==> config.mk <==
export PLATFORM = sky130hd
export DESIGN_NAME = alu_dmem_gprs
export DESIGN_NICKNAME = d
export VERILOG_FILES = /design/src/rtl/alu_dmem_gprs.sv
export SDC_FILE = /design/constraint.sdc
export NUM_CORES = 1
export LEC_CHECK = 0
export ABC_AREA = 1
export BUFFER_PORTS_ARGS = -buffer_cell sky130_fd_sc_hd__clkbuf_2
export CAP_MARGIN = 20
export CORE_MARGIN = 5
export CORE_UTILIZATION = 60
export CTS_CLUSTER_DIAMETER = 120
export DETAILED_ROUTE_END_ITERATION = 10
export MAX_ROUTING_LAYER = met4
export PLACE_DENSITY = 0.79
export SYNTH_ARGS = -nofsm -noshare
export SYNTH_HDL_FRONTEND = slang
export SYNTH_SLANG_ARGS = --single-unit
==> constraint.sdc <==
create_clock -name clk -period 15.7 [get_ports clk]
set_clock_uncertainty 0.05 [all_clocks]
set_input_delay 0.785 -clock clk [delete_from_list [all_inputs] [get_ports clk]]
set_output_delay 0.785 -clock clk [all_outputs]
set_load 0.03 [all_outputs]
==> src/rtl/alu_dmem_gprs.sv <==
// Single-cycle datapath slice: 8-entry register file, ALU and small data memory.
// Define GPR_R0_ZERO_EN to hardwire register 0 to zero.
module alu_dmem_gprs #(
   parameter int unsigned DW    = 16,
   parameter int unsigned DM_AW = 3
) (
   input  logic          clk,
   input  logic          rst,
   input  logic [2:0]    rs1,
   input  logic [2:0]    rs2,
   input  logic [2:0]    wr_dest,
   input  logic          reg_write,
   input  logic [DW-1:0] ext_imm,
   input  logic          alu_src,
   input  logic [2:0]    alu_op,
   input  logic          mem_read,
   input  logic          mem_write,
   input  logic          mem_to_reg,
   output logic [DW-1:0] reg_read_data_1,
   output logic [DW-1:0] reg_read_data_2,
   output logic [DW-1:0] alu_out,
   output logic          zero,
   output logic [DW-1:0] mem_read_data,
   output logic [DW-1:0] wb_data
);

   localparam int unsigned DmWords = 2 ** DM_AW;

   logic [DW-1:0]    regs_q [8];
   logic [DW-1:0]    mem_q  [DmWords];
   logic [DW-1:0]    alu_b;
   logic [DM_AW-1:0] dm_addr;

   // Reads see pre-edge contents; writes land on the next edge (no bypass).
   always_comb begin
      reg_read_data_1 = regs_q[rs1];
      reg_read_data_2 = regs_q[rs2];
`ifdef GPR_R0_ZERO_EN
      if (rs1 == 3'd0) reg_read_data_1 = '0;
      if (rs2 == 3'd0) reg_read_data_2 = '0;
`endif
   end

   assign alu_b = alu_src ? ext_imm : reg_read_data_2;

   // Shift amounts >= DW yield 0 by the language's shift semantics.
   always_comb begin
      alu_out = '0;
      case (alu_op)
         3'b000:  alu_out = reg_read_data_1 + alu_b;
         3'b001:  alu_out = reg_read_data_1 - alu_b;
         3'b010:  alu_out = ~reg_read_data_1;
         3'b011:  alu_out = reg_read_data_1 << alu_b;
         3'b100:  alu_out = reg_read_data_1 >> alu_b;
         3'b101:  alu_out = reg_read_data_1 & alu_b;
         3'b110:  alu_out = reg_read_data_1 | alu_b;
         default: alu_out[0] = reg_read_data_1 < alu_b;
      endcase
   end

   assign zero          = (alu_out == '0);
   assign dm_addr       = alu_out[DM_AW-1:0];
   assign mem_read_data = mem_read ? mem_q[dm_addr] : '0;
   assign wb_data       = mem_to_reg ? mem_read_data : alu_out;

   always_ff @(posedge clk or posedge rst) begin
      if (rst) begin
         for (int unsigned i = 0; i < 8; i++) regs_q[i] <= '0;
      end else if (reg_write) begin
`ifdef GPR_R0_ZERO_EN
         if (wr_dest != 3'd0) regs_q[wr_dest] <= wb_data;
`else
         regs_q[wr_dest] <= wb_data;
`endif
      end
   end

   always_ff @(posedge clk or posedge rst) begin
      if (rst) begin
         for (int unsigned i = 0; i < DmWords; i++) mem_q[i] <= '0;
      end else if (mem_write) begin
         mem_q[dm_addr] <= reg_read_data_2;
      end
   end

endmodule

== After elaboration in Yosys (flattened, before gate mapping) ==
Index checks and enable logic that the tools add are counted.

* Memory bits (read-only): 0
* Bits in latches: 0
* Memory bits (writable): 0
* Output and inout bits: 81
* Memories kept: 0
* Bits in registers: 256

* Reduce and logical (&&, ||, !) cells: 4
* Equal/unequal tests: 6
* Mux-type cells: 20
* Multiply operators: 0
* $lt $le $gt $ge: 7
* Shift-type cells: 2
* $add $sub $neg: 2
* Divide/modulo/power cells: 0
* Bitwise gates (word level): 7

{| class="wikitable"
|+ Operators by type and width
! cell !! count
|-
| $bwmux 128 || 2
|-
| $mux 16 || 11
|-
| $bmux 16 s3 || 3
|-
| $pmux 15 s7 || 1
|-
| $demux 16 s3 || 2
|-
| $add 16x16->16 || 1
|-
| $and 16x16->16 || 1
|-
| $ge 4x4->1 const B || 4
|-
| $logic_not 16->1 || 1
|-
| $lt 16x16->1 || 1
|-
| $not 16->16 || 1
|-
| $not 3->4 || 4
|-
| $or 16x16->16 || 1
|-
| $shl 16x16->16 || 1
|-
| $shr 16x16->16 || 1
|-
| $sub 16x16->16 || 1
|-
| $eq 3x3->1 const B || 3
|-
| $lt 4x1->1 const B || 2
|-
| $pmux 1 s7 || 1
|-
| $eq 3x2->1 const B || 2
|-
| $eq 3x1->1 const B || 1
|-
| $logic_not 3->1 || 1
|-
| $logic_and 1x1->1 || 2
|}

== Longest topological paths before layout ==
Gate-level depths: netlist of the first run.

* Depth in word-level cells: 14
* Mapped depth: 36

== Worst setup path before layout of the first run ==
Ideal clock, no wire load.

* Path type: input to output
* From: in rs1[0]
* To: out mem_read_data[0]
* Stages: 29
* Buffers on the path: 5
* Arrival: 5.849 ns
* Required time: 14.865 ns
* Slack: 9.016 ns
* Cell sequence: buf_2 > buf_2 > clkbuf_1 > o21ai_0 > o21ai_0 > inv_1 > o21ai_0 > inv_1 > ha_1 > inv_1 > nand2_1 > nand2_1 > a21oi_1 > nor2_1 > nor2_1 > o21bai_1 > nand2_1 > inv_1 > o21ai_0 > nand2_1 > nand3_1 > o2111ai_1 > nand2_1 > clkbuf_1 > clkbuf_1 > nand3_1 > nand3_1 > nand2_1 > nor3_1

* Longest elaborated chain between the ends: 11
* Elaborated cells on any way between the ends: 19
* Classes of those cells: add/sub: 2; order compare: 1; shift: 2; mux: 9; bitwise: 5

{| class="wikitable"
|+ Ends and longest elaborated chain
! what !! line !! source
|-
| from (decl) || 9 || <nowiki>input logic [2:0] rs1,</nowiki>
|-
| $not 3->4 (not written as such) * || 36 || <nowiki>reg_read_data_1 = regs_q[rs1];</nowiki>
|-
| $bmux 16 s3 * || 36 ||
|-
| $mux 16 (not written as such) * (2 in a row) || 36 ||
|-
| via reg_read_data_1[2] || 19 || <nowiki>output logic [DW-1:0] reg_read_data_1,</nowiki>
|-
| $sub 16x16->16 (tied with other cells) || 51 || <nowiki>3'b001: alu_out = reg_read_data_1 - alu_b;</nowiki>
|-
| $pmux 15 s7 or $pmux 1 s7 (tied branches) || 49 || <nowiki>case (alu_op)</nowiki>
|-
| $not 3->4 (not written as such) * || 63 || <nowiki>assign mem_read_data = mem_read ? mem_q[dm_addr] : '0;</nowiki>
|-
| $bmux 16 s3 * || 63 ||
|-
| $mux 16 (not written as such) * (2 in a row) || 63 ||
|-
| $mux 16 * || 63 ||
|-
| to (decl) || 23 || <nowiki>output logic [DW-1:0] mem_read_data,</nowiki>
|}

The timed path passes the listed nets; every way through them passes the cells marked *. The select of a mux whose other input is x is not followed.

== Worst setup path in the final report of the first run ==
* From: in rs2[0]
* To: out wb_data[15]

* Longest elaborated chain between the ends: 13
* Elaborated cells on any way between the ends: 20
* Classes of those cells: add/sub: 2; order compare: 1; shift: 2; mux: 11; bitwise: 4

{| class="wikitable"
|+ Ends and longest elaborated chain
! what !! line !! source
|-
| from (decl) || 10 || <nowiki>input logic [2:0] rs2,</nowiki>
|-
| $not 3->4 (not written as such) * || 37 || <nowiki>reg_read_data_2 = regs_q[rs2];</nowiki>
|-
| $bmux 16 s3 * || 37 ||
|-
| $mux 16 (not written as such) * (2 in a row) || 37 ||
|-
| $mux 16 * || 44 || <nowiki>assign alu_b = alu_src ? ext_imm : reg_read_data_2;</nowiki>
|-
| $sub 16x16->16 (tied with other cells) || 51 ||
|-
| $pmux 1 s7 or $pmux 15 s7 (tied branches) || 49 ||
|-
| $not 3->4 (not written as such) || 63 ||
|-
| $bmux 16 s3 || 63 ||
|-
| $mux 16 (not written as such) (2 in a row) || 63 ||
|-
| $mux 16 || 63 ||
|-
| $mux 16 * || 64 || <nowiki>assign wb_data = mem_to_reg ? mem_read_data : alu_out;</nowiki>
|-
| to (decl) || 24 || <nowiki>output logic [DW-1:0] wb_data</nowiki>
|}

Every way passes the cells marked *; elsewhere a longest branch is shown, timed or not. The select of a mux whose other input is x is not followed.

==> results of run 1 <==
[per-stage QoR]
stage,std cells,area (um2)
after global routing,3090,19500
after CTS,3088,19500
after detailed placement,3036,18500
final,3090,19500
after global placement,3036,18500
after floorplan,2633,17900
[final timing paths]
check	startpoint	end	slack [ps]	depth (start not counted)
hold / removal	rst	regs_q[97]	320	2
min in group clk	regs_q[124]	regs_q[124]	430	2
setup / recovery	rs2[0]	wb_data[15]	6490	34
hold reg to reg	regs_q[124]	regs_q[124]	430	2
max in group asynchronous	rst	mem_q[14]	13720	3
setup reg to reg	regs_q[96]	mem_q[12]	8450	30
[cell usage in the layout, fill, tap and decap left out, drive strengths merged, types with 3 or more instances in the layout]
| cell | n |
|---|---|
| a2111oi | 4 |
| clkinvlp | 6 |
| nand4 | 17 |
| inv | 253 |
| clkbuf | 153 |
| clkinv | 8 |
| mux2 | 49 |
| dfrtp | 256 |
| o21bai | 4 |
| a21oi | 157 |
| o22ai | 12 |
| a31oi | 26 |
| nand3 | 256 |
| ha | 48 |
| or2 | 14 |
| nand2 | 911 |
| o211ai | 12 |
| o21ai | 179 |
| o2111ai | 7 |
| nor3 | 31 |
| o221ai | 4 |
| bufinv | 3 |
| buf | 35 |
| and2 | 4 |
| nor2 | 237 |
[synth_stat cells, drive strengths merged (31+ instances only)]
cell | n | area share, %
nand2 | 911 | 20
dfrtp | 256 | 36
nand3 | 256 | 7.5
inv | 252 | 5.3
nor2 | 237 | 5.6
o21ai | 179 | 5.2
a21oi | 157 | 4.4
buf | 79 | 2.9
clkbuf | 58 | 1.2
mux2 | 49 | 3.1
ha | 48 | 3.4
nor3 | 31 | 0.87
[state kept, by name, indices dropped and copies added, names as in the netlist]
register,count
mem_q,128
regs_q,128
[layout make-up]
type	count	area share, %
multi-input cells	1984	50.3
clock inverters	14	0.967
well taps	390	2.50
flip-flops and latches	256	32.8
repair buffers	151	4.35
diodes	1	0.0128
inverters	256	4.98
clock buffers	38	4.14
[worst max-delay path, delay by kind of cell]
kind	cells	cell delay (ps)
adder cells (fa/ha/maj)	2	550
AO/OA/AOI/OAI	6	1310
buffers and inverters	9	2850
AND/OR/NAND/NOR	17	2780
[power by group through the flow]
stage	clock network, mW	registers (mW)	logic (mW)
after floorplan	0	1.02	0.865
after global placement	0	1.05	1.13
after detailed placement	0	1.06	1.16
after CTS	0.701	1.05	1.17
after global routing	0.732	1.09	1.31
final	0.698	1.06	1.19
[metal layers]
metal | part of all wire, % | routed length [um] | up-vias
li1 | - | - | 8572
met4 | 5.4 | 3480 | 0
met5 | 0 | 0 | -
met3 | 13 | 8120 | 240
met1 | 39 | 25500 | 8715
met2 | 43 | 27600 | 1248
[cell families after synthesis]
group                    synth area share, %
multiplexers                            3.08
buffers and inverters                   9.49
XOR/XNOR                              0.0489
AND/OR/NAND/NOR                         35.2
flip-flops                              35.7
adder cells (fa/ha/maj)                 3.57
AO/OA/AOI/OAI                           12.9
==> impl_metrics.sql, run 1 <==
INSERT INTO impl_metrics (metric_group, metric, value, unit) VALUES
('outcome', 'run_status', 'complete, no violations', ''),
('route', 'drtIter0Drc', '2642', ''),
('synth', 'syn_area', '0.0179', 'mm2'),
('grt', 'grt_max_degree', '121', ''),
('critical_path', 'critical-path-max-stage-delay', '770', 'ps'),
('clocking', 'tritoncts', 'yes', ''),
('grt', 'gr-max-usage-layer', 'met2', ''),
('sta', 'final.hold.worst_slack', '322', 'ps'),
('floorplanning', 'chipHeight', '183', 'um'),
('clocking', 'numCtsBuffers', '28', ''),
('critical_path', 'endpoint_kind', 'output pin', ''),
('synth', 'synth_edf_count', '0', ''),
('synth', 'syn_inst', '2633', ''),
('power', 'power.share.switching', '42.5', '%'),
('clocking', 'cts_setup_buffers', '0', ''),
('clocking', 'worst_skew_pair.late_latency', '600', 'ps'),
('clocking', 'ctsResizeCount', '0', ''),
('sta', 'final-hold-violation-count', '0', ''),
('power', 'power.density_cell_area', '151', 'mW/mm2'),
('clocking', 'clock_tree_buffer_depth', '3', ''),
('route', 'ant_nets', '0', ''),
('route', 'wirelength', '64.7', 'mm'),
('grt', 'grt_overflow_total', '0', ''),
('critical_path', 'worstPathMaxFanout', '81', ''),
('power', 'power_frac_seq', '35.9', '%'),
('finish', 'fillerInstances', '2674', ''),
('power', 'peakVddDrop', '0.154', 'mV'),
('grt', 'first_pass_grt_wire_length', '100', 'mm'),
('hold_path', 'hold_path_class', 'in -> async', ''),
('sta', 'slew_viol_final', '0', ''),
('sta', 'setup_viol_count_final', '0', ''),
('synth', 'register_bit_count_reported_by_yosys', '256', ''),
('finish', 'seqCellArea', '0.00641', 'mm2'),
('sta', 'setup_slack', '6490', 'ps'),
('synth', 'ys_flop_type', 'sky130_fd_sc_hd__dfrtp_1', ''),
('placed_design', 'finalWeightedCongestion', '1.04', ''),
('grt', 'grt.met2_usage', '56.1', '%'),
('synth', 'yosys_warnings', '0', ''),
('clocking', 'cts.sinks', '256', ''),
('route', 'first_pass_iters', '7', ''),
('critical_path', 'crit_type', 'in -> out', ''),
('power', 'power.static_leakage', '10.1', 'nW'),
('finish', 'layout.core_utilization', '66.1', '%'),
('synth', 'mappedNetlistNets', '2718', ''),
('sta', 'worstMarginPinSlew', '1140', 'ps'),
('clocking', 'cts.clk_slew.worst_paths', '60', 'ps'),
('floorplanning', 'io-pin-count', '116', ''),
('clocking', 'holdBufCountCts', '0', ''),
('power', 'total_power', '2.95', 'mW'),
('floorplanning', 'die_x', '183', 'um'),
('synth', 'seq_area_frac_synth', '35.7', '%'),
('grt', 'grt_use_met3', '7.99', '%'),
('power', 'power.switching', '1.25', 'mW'),
('placed_design', 'numPortBuffers', '115', ''),
('floorplanning', 'die_area', '0.0334', 'mm2'),
('floorplanning', 'placement_rows', '63', ''),
('finish', 'nets', '2762', ''),
('synth', 'syn_avg_cell_area', '6.81', 'um2'),
('clocking', 'cts_root_buffer', 'sky130_fd_sc_hd__clkbuf_16', ''),
('sta', 'finalSetupTns', '0', 'ps'),
('placed_design', 'post-place-ws', '6870', 'ps'),
('power', 'power_report.internal_total', '1.70', 'mW'),
('critical_path', 'critPathRequiredTime', '14870', 'ps'),
('grt', 'grt_use_total', '38.9', '%'),
('clocking', 'cts.htree.levels', '1', ''),
('grt', 'global_route.usage.met1', '53.6', '%'),
('floorplanning', 'core-area', '0.0296', 'mm2'),
('sta', 'post-route-min-period', '9210', 'ps'),
('finish', 'footprint_of_the_multi_input_gates', '0.00982', 'mm2'),
('finish', 'final_layout_size_suffix_gt1_share', '12.8', '%'),
('sta', 'achievable-frequency', '109', 'MHz');
(Power assumes the default switching activity.)
==> inputs of run 2 (changes only) <==
==> constraint.sdc (replaced) <==
create_clock -name clk -period 8.6 [get_ports clk]
set_clock_uncertainty 0.05 [all_clocks]
set_input_delay 0.43 -clock clk [delete_from_list [all_inputs] [get_ports clk]]
set_output_delay 0.43 -clock clk [all_outputs]
set_load 0.03 [all_outputs]
==> run 2 against run 1 <==
Clock power increased by 85%. Critical path type unchanged. Global-route usage is 0.63 points higher. Register-to-register slack got worse by 6300 ps. Largest cell class unchanged. Via count is 0.25% higher. Total power grew 84%. Critical path depth fell by 2. Combinational power rose by 86%. Setup slack worse by 5000 ps. Cell area grew 0.51%.
==> impl_metrics.sql, run 2 (synthesis results as in run 1) <==
INSERT INTO impl_metrics (metric_group, metric, value, unit) VALUES
('outcome', 'run_status', 'complete, no violations', ''),
('hold_path', 'hold_path_class', 'in -> reg', ''),
('clocking', 'clock_tree_buffer_depth', '3', ''),
('clocking', 'cts.sinks', '256', ''),
('route', 'drtIter0Drc', '2498', ''),
('critical_path', 'crit_path_frequent_cell', 'sky130_fd_sc_hd__nand2_1', ''),
('critical_path', 'rr_endpoint', 'mem_q[4]', ''),
('critical_path', 'reg2regPathDepth', '30', ''),
('critical_path', 'cell_family_contributing_the_most_delay_on_the_critical_path', 'buffers and inverters', ''),
('floorplanning', 'core-area', '0.0296', 'mm2'),
('sta', 'slew_headroom', '31.8', '%'),
('grt', 'grt_antenna_before_repair', '2', ''),
('power', 'peakVddDrop', '0.209', 'mV'),
('placed_design', 'post-place-ws', '1670', 'ps'),
('clocking', 'cts.clk_slew.worst_paths', '60', 'ps'),
('critical_path', 'timing.critical_path.to', 'wb_data[10]', ''),
('critical_path', 'crit_path_top_delay_cell', 'sky130_fd_sc_hd__buf_4', ''),
('clocking', 'ctsResizeCount', '0', ''),
('route', 'first_pass_iters', '6', ''),
('critical_path', 'worst_r2r_startpoint', 'regs_q[96]', ''),
('grt', 'first_global_vias', '17500', ''),
('sta', 'setup_slack', '1490', 'ps'),
('sta', 'finalSetupTns', '0', 'ps'),
('floorplanning', 'chipHeight', '183', 'um'),
('route', 'wirelength', '66.1', 'mm'),
('sta', 'final-hold-violation-count', '0', ''),
('clocking', 'tritoncts', 'yes', ''),
('clocking', 'cts.htree.levels', '1', ''),
('clocking', 'worst_skew_pair.late_latency', '570', 'ps'),
('grt', 'grt_overflow_total', '0', ''),
('finish', 'most-common-layout-cells', '879 x sky130_fd_sc_hd__nand2_1, 256 x sky130_fd_sc_hd__dfrtp_1, 243 x sky130_fd_sc_hd__nand3_1', ''),
('critical_path', 'critical-path-max-stage-delay', '560', 'ps'),
('sta', 'achievable-frequency', '141', 'MHz'),
('sta', 'setup_viol_count_final', '0', ''),
('route', 'wl_per_cell', '21.3', 'um'),
('sta', 'slew_viol_final', '0', ''),
('critical_path', 'timing.reg2reg.setup_slack', '2140', 'ps'),
('sta', 'grt_setup_unrepaired', 'false', ''),
('route', 'post_drt_via_cell_ratio', '6.08', ''),
('hold_path', 'hold_start', 'mem_write', ''),
('finish', 'seqCellArea', '0.00641', 'mm2'),
('clocking', 'cts_root_buffer', 'sky130_fd_sc_hd__clkbuf_16', ''),
('sta', 'post-route-min-period', '7110', 'ps'),
('grt', 'grt_use_total', '39.6', '%'),
('critical_path', 'critPathRequiredTime', '8120', 'ps'),
('finish', 'synthToLayoutAreaGrowth', '9.56', '%'),
('critical_path', 'worst_ep_arrival_time', '6630', 'ps'),
('floorplanning', 'io-pin-count', '116', ''),
('critical_path', 'worstPathMaxFanout', '58', ''),
('sta', 'min_period_over_period', '82.6', '%'),
('grt', 'first_pass_grt_wire_length', '101', 'mm'),
('grt', 'grt_max_degree', '93', ''),
('clocking', 'numCtsBuffers', '29', ''),
('critical_path', 'critPathLaunch', 'rs2[1]', ''),
('placed_design', 'numPortBuffers', '115', ''),
('floorplanning', 'die_area', '0.0334', 'mm2'),
('critical_path', 'endpoint_kind', 'output pin', ''),
('finish', 'footprint_of_the_multi_input_gates', '0.00982', 'mm2'),
('floorplanning', 'start_util', '60.6', '%'),
('finish', 'fillerInstances', '2657', ''),
('finish', 'final_layout_size_suffix_gt1_share', '13.0', '%'),
('finish', 'largestRegisters', 'mem_q: 128 flops, regs_q: 128 flops', ''),
('route', 'route.detailed.drc', '0', ''),
('route', 'ant_nets', '0', ''),
('critical_path', 'critPathBufInv', '8', ''),
('placed_design', 'finalWeightedCongestion', '1.04', ''),
('route', 'vias', '18800', ''),
('critical_path', 'crit_type', 'in -> out', ''),
('sta', 'worstMarginPinSlew', '1010', 'ps'),
('critical_path', 'timing.critical_path.depth', '32', ''),
('run', 'timing.max_cap.violations', '0', ''),
('floorplanning', 'placement_rows', '63', ''),
('power', 'power.density_cell_area', '277', 'mW/mm2'),
('placed_design', 'post-dp-hpwl', '45.5', 'mm'),
('finish', 'final_common_cell', 'sky130_fd_sc_hd__nand2_1', ''),
('floorplanning', 'die_x', '183', 'um'),
('power', 'power.static_leakage', '10.1', 'nW'),
('finish', 'nets', '2770', ''),
('critical_path', 'setup.worst_path.start_class', 'input pin', '');
-- run 2: worst reg2reg max path: cells and delay by family (launching register included) --
| kind | cells | cell delay [ps] |
|---|---|---|
| flip-flops | 1 | 370 |
| AO/OA/AOI/OAI | 8 | 980 |
| AND/OR/NAND/NOR | 13 | 2400 |
| buffers and inverters | 6 | 1410 |
| adder cells (fa/ha/maj) | 2 | 690 |
| multiplexers | 1 | 430 |
-- run 2: metal layers --
metal / share of wire [%] / GRT usage (%) / wire, um
met3: 12 / 8.85 / 8170
met2: 43 / 57.7 / 28600
met5: 0 / - / 0
met4: 4.6 / 15.4 / 3060
met1: 40 / 54.2 / 26200
-- run 2: area by class of cell --
| cell class | instances | share of cell area, % |
|---|---|---|
| Antenna cell | 2 | 0.0255 |
| Clock inverter | 8 | 0.567 |
| Multi-Input combinational cell | 1984 | 50.0 |
| Inverter | 256 | 4.95 |
| Clock buffer | 44 | 4.54 |
| Tap cell | 390 | 2.49 |
| Sequential cell | 256 | 32.6 |
| Timing Repair Buffer | 158 | 4.79 |
-- run 2: what timing repair did --
action | 4_1_cts | 5_1_grt
hold buffers | 1 | 0
endpoints found under the hold margin | 90 | 0
buffers inserted | 0 | 0
-- run 2: worst min-delay path by stage --
stage | end | cells after the start | slack (ps)
6_report | mem_q[98] | 5 | 420
5_1_grt | mem_q[15] | 1 | 440
4_1_cts | mem_q[98] | 5 | 420
3_5_place_dp | regs_q[25] | 2 | 420
3_3_place_gp | regs_q[28] | 2 | 410
2_1_floorplan | regs_q[101] | 2 | 400
-- run 2: through the flow --
stage,cells,utilization [%],cell area [um2],power (mW),hold WS [ps]
2_1_floorplan,2633,-,17900,3.44,399
3_3_place_gp,3041,62.8,18600,4.03,412
3_5_place_dp,3041,62.8,18600,4.09,416
4_1_cts,3094,66.2,19600,5.38,419
5_1_grt,3098,66.4,19600,5.76,442
6_report,3098,66.4,19600,5.44,424
-- run 2: where the power goes --
| group | switching [mW] | total (mW) | internal [mW] |
|---|---|---|---|
| Clock | 0.515 | 1.29 | 0.775 |
| Combinational | 1.52 | 2.21 | 0.688 |
| Sequential | 0.279 | 1.94 | 1.66 |
| Total | 2.31 | 5.44 | 3.13 |
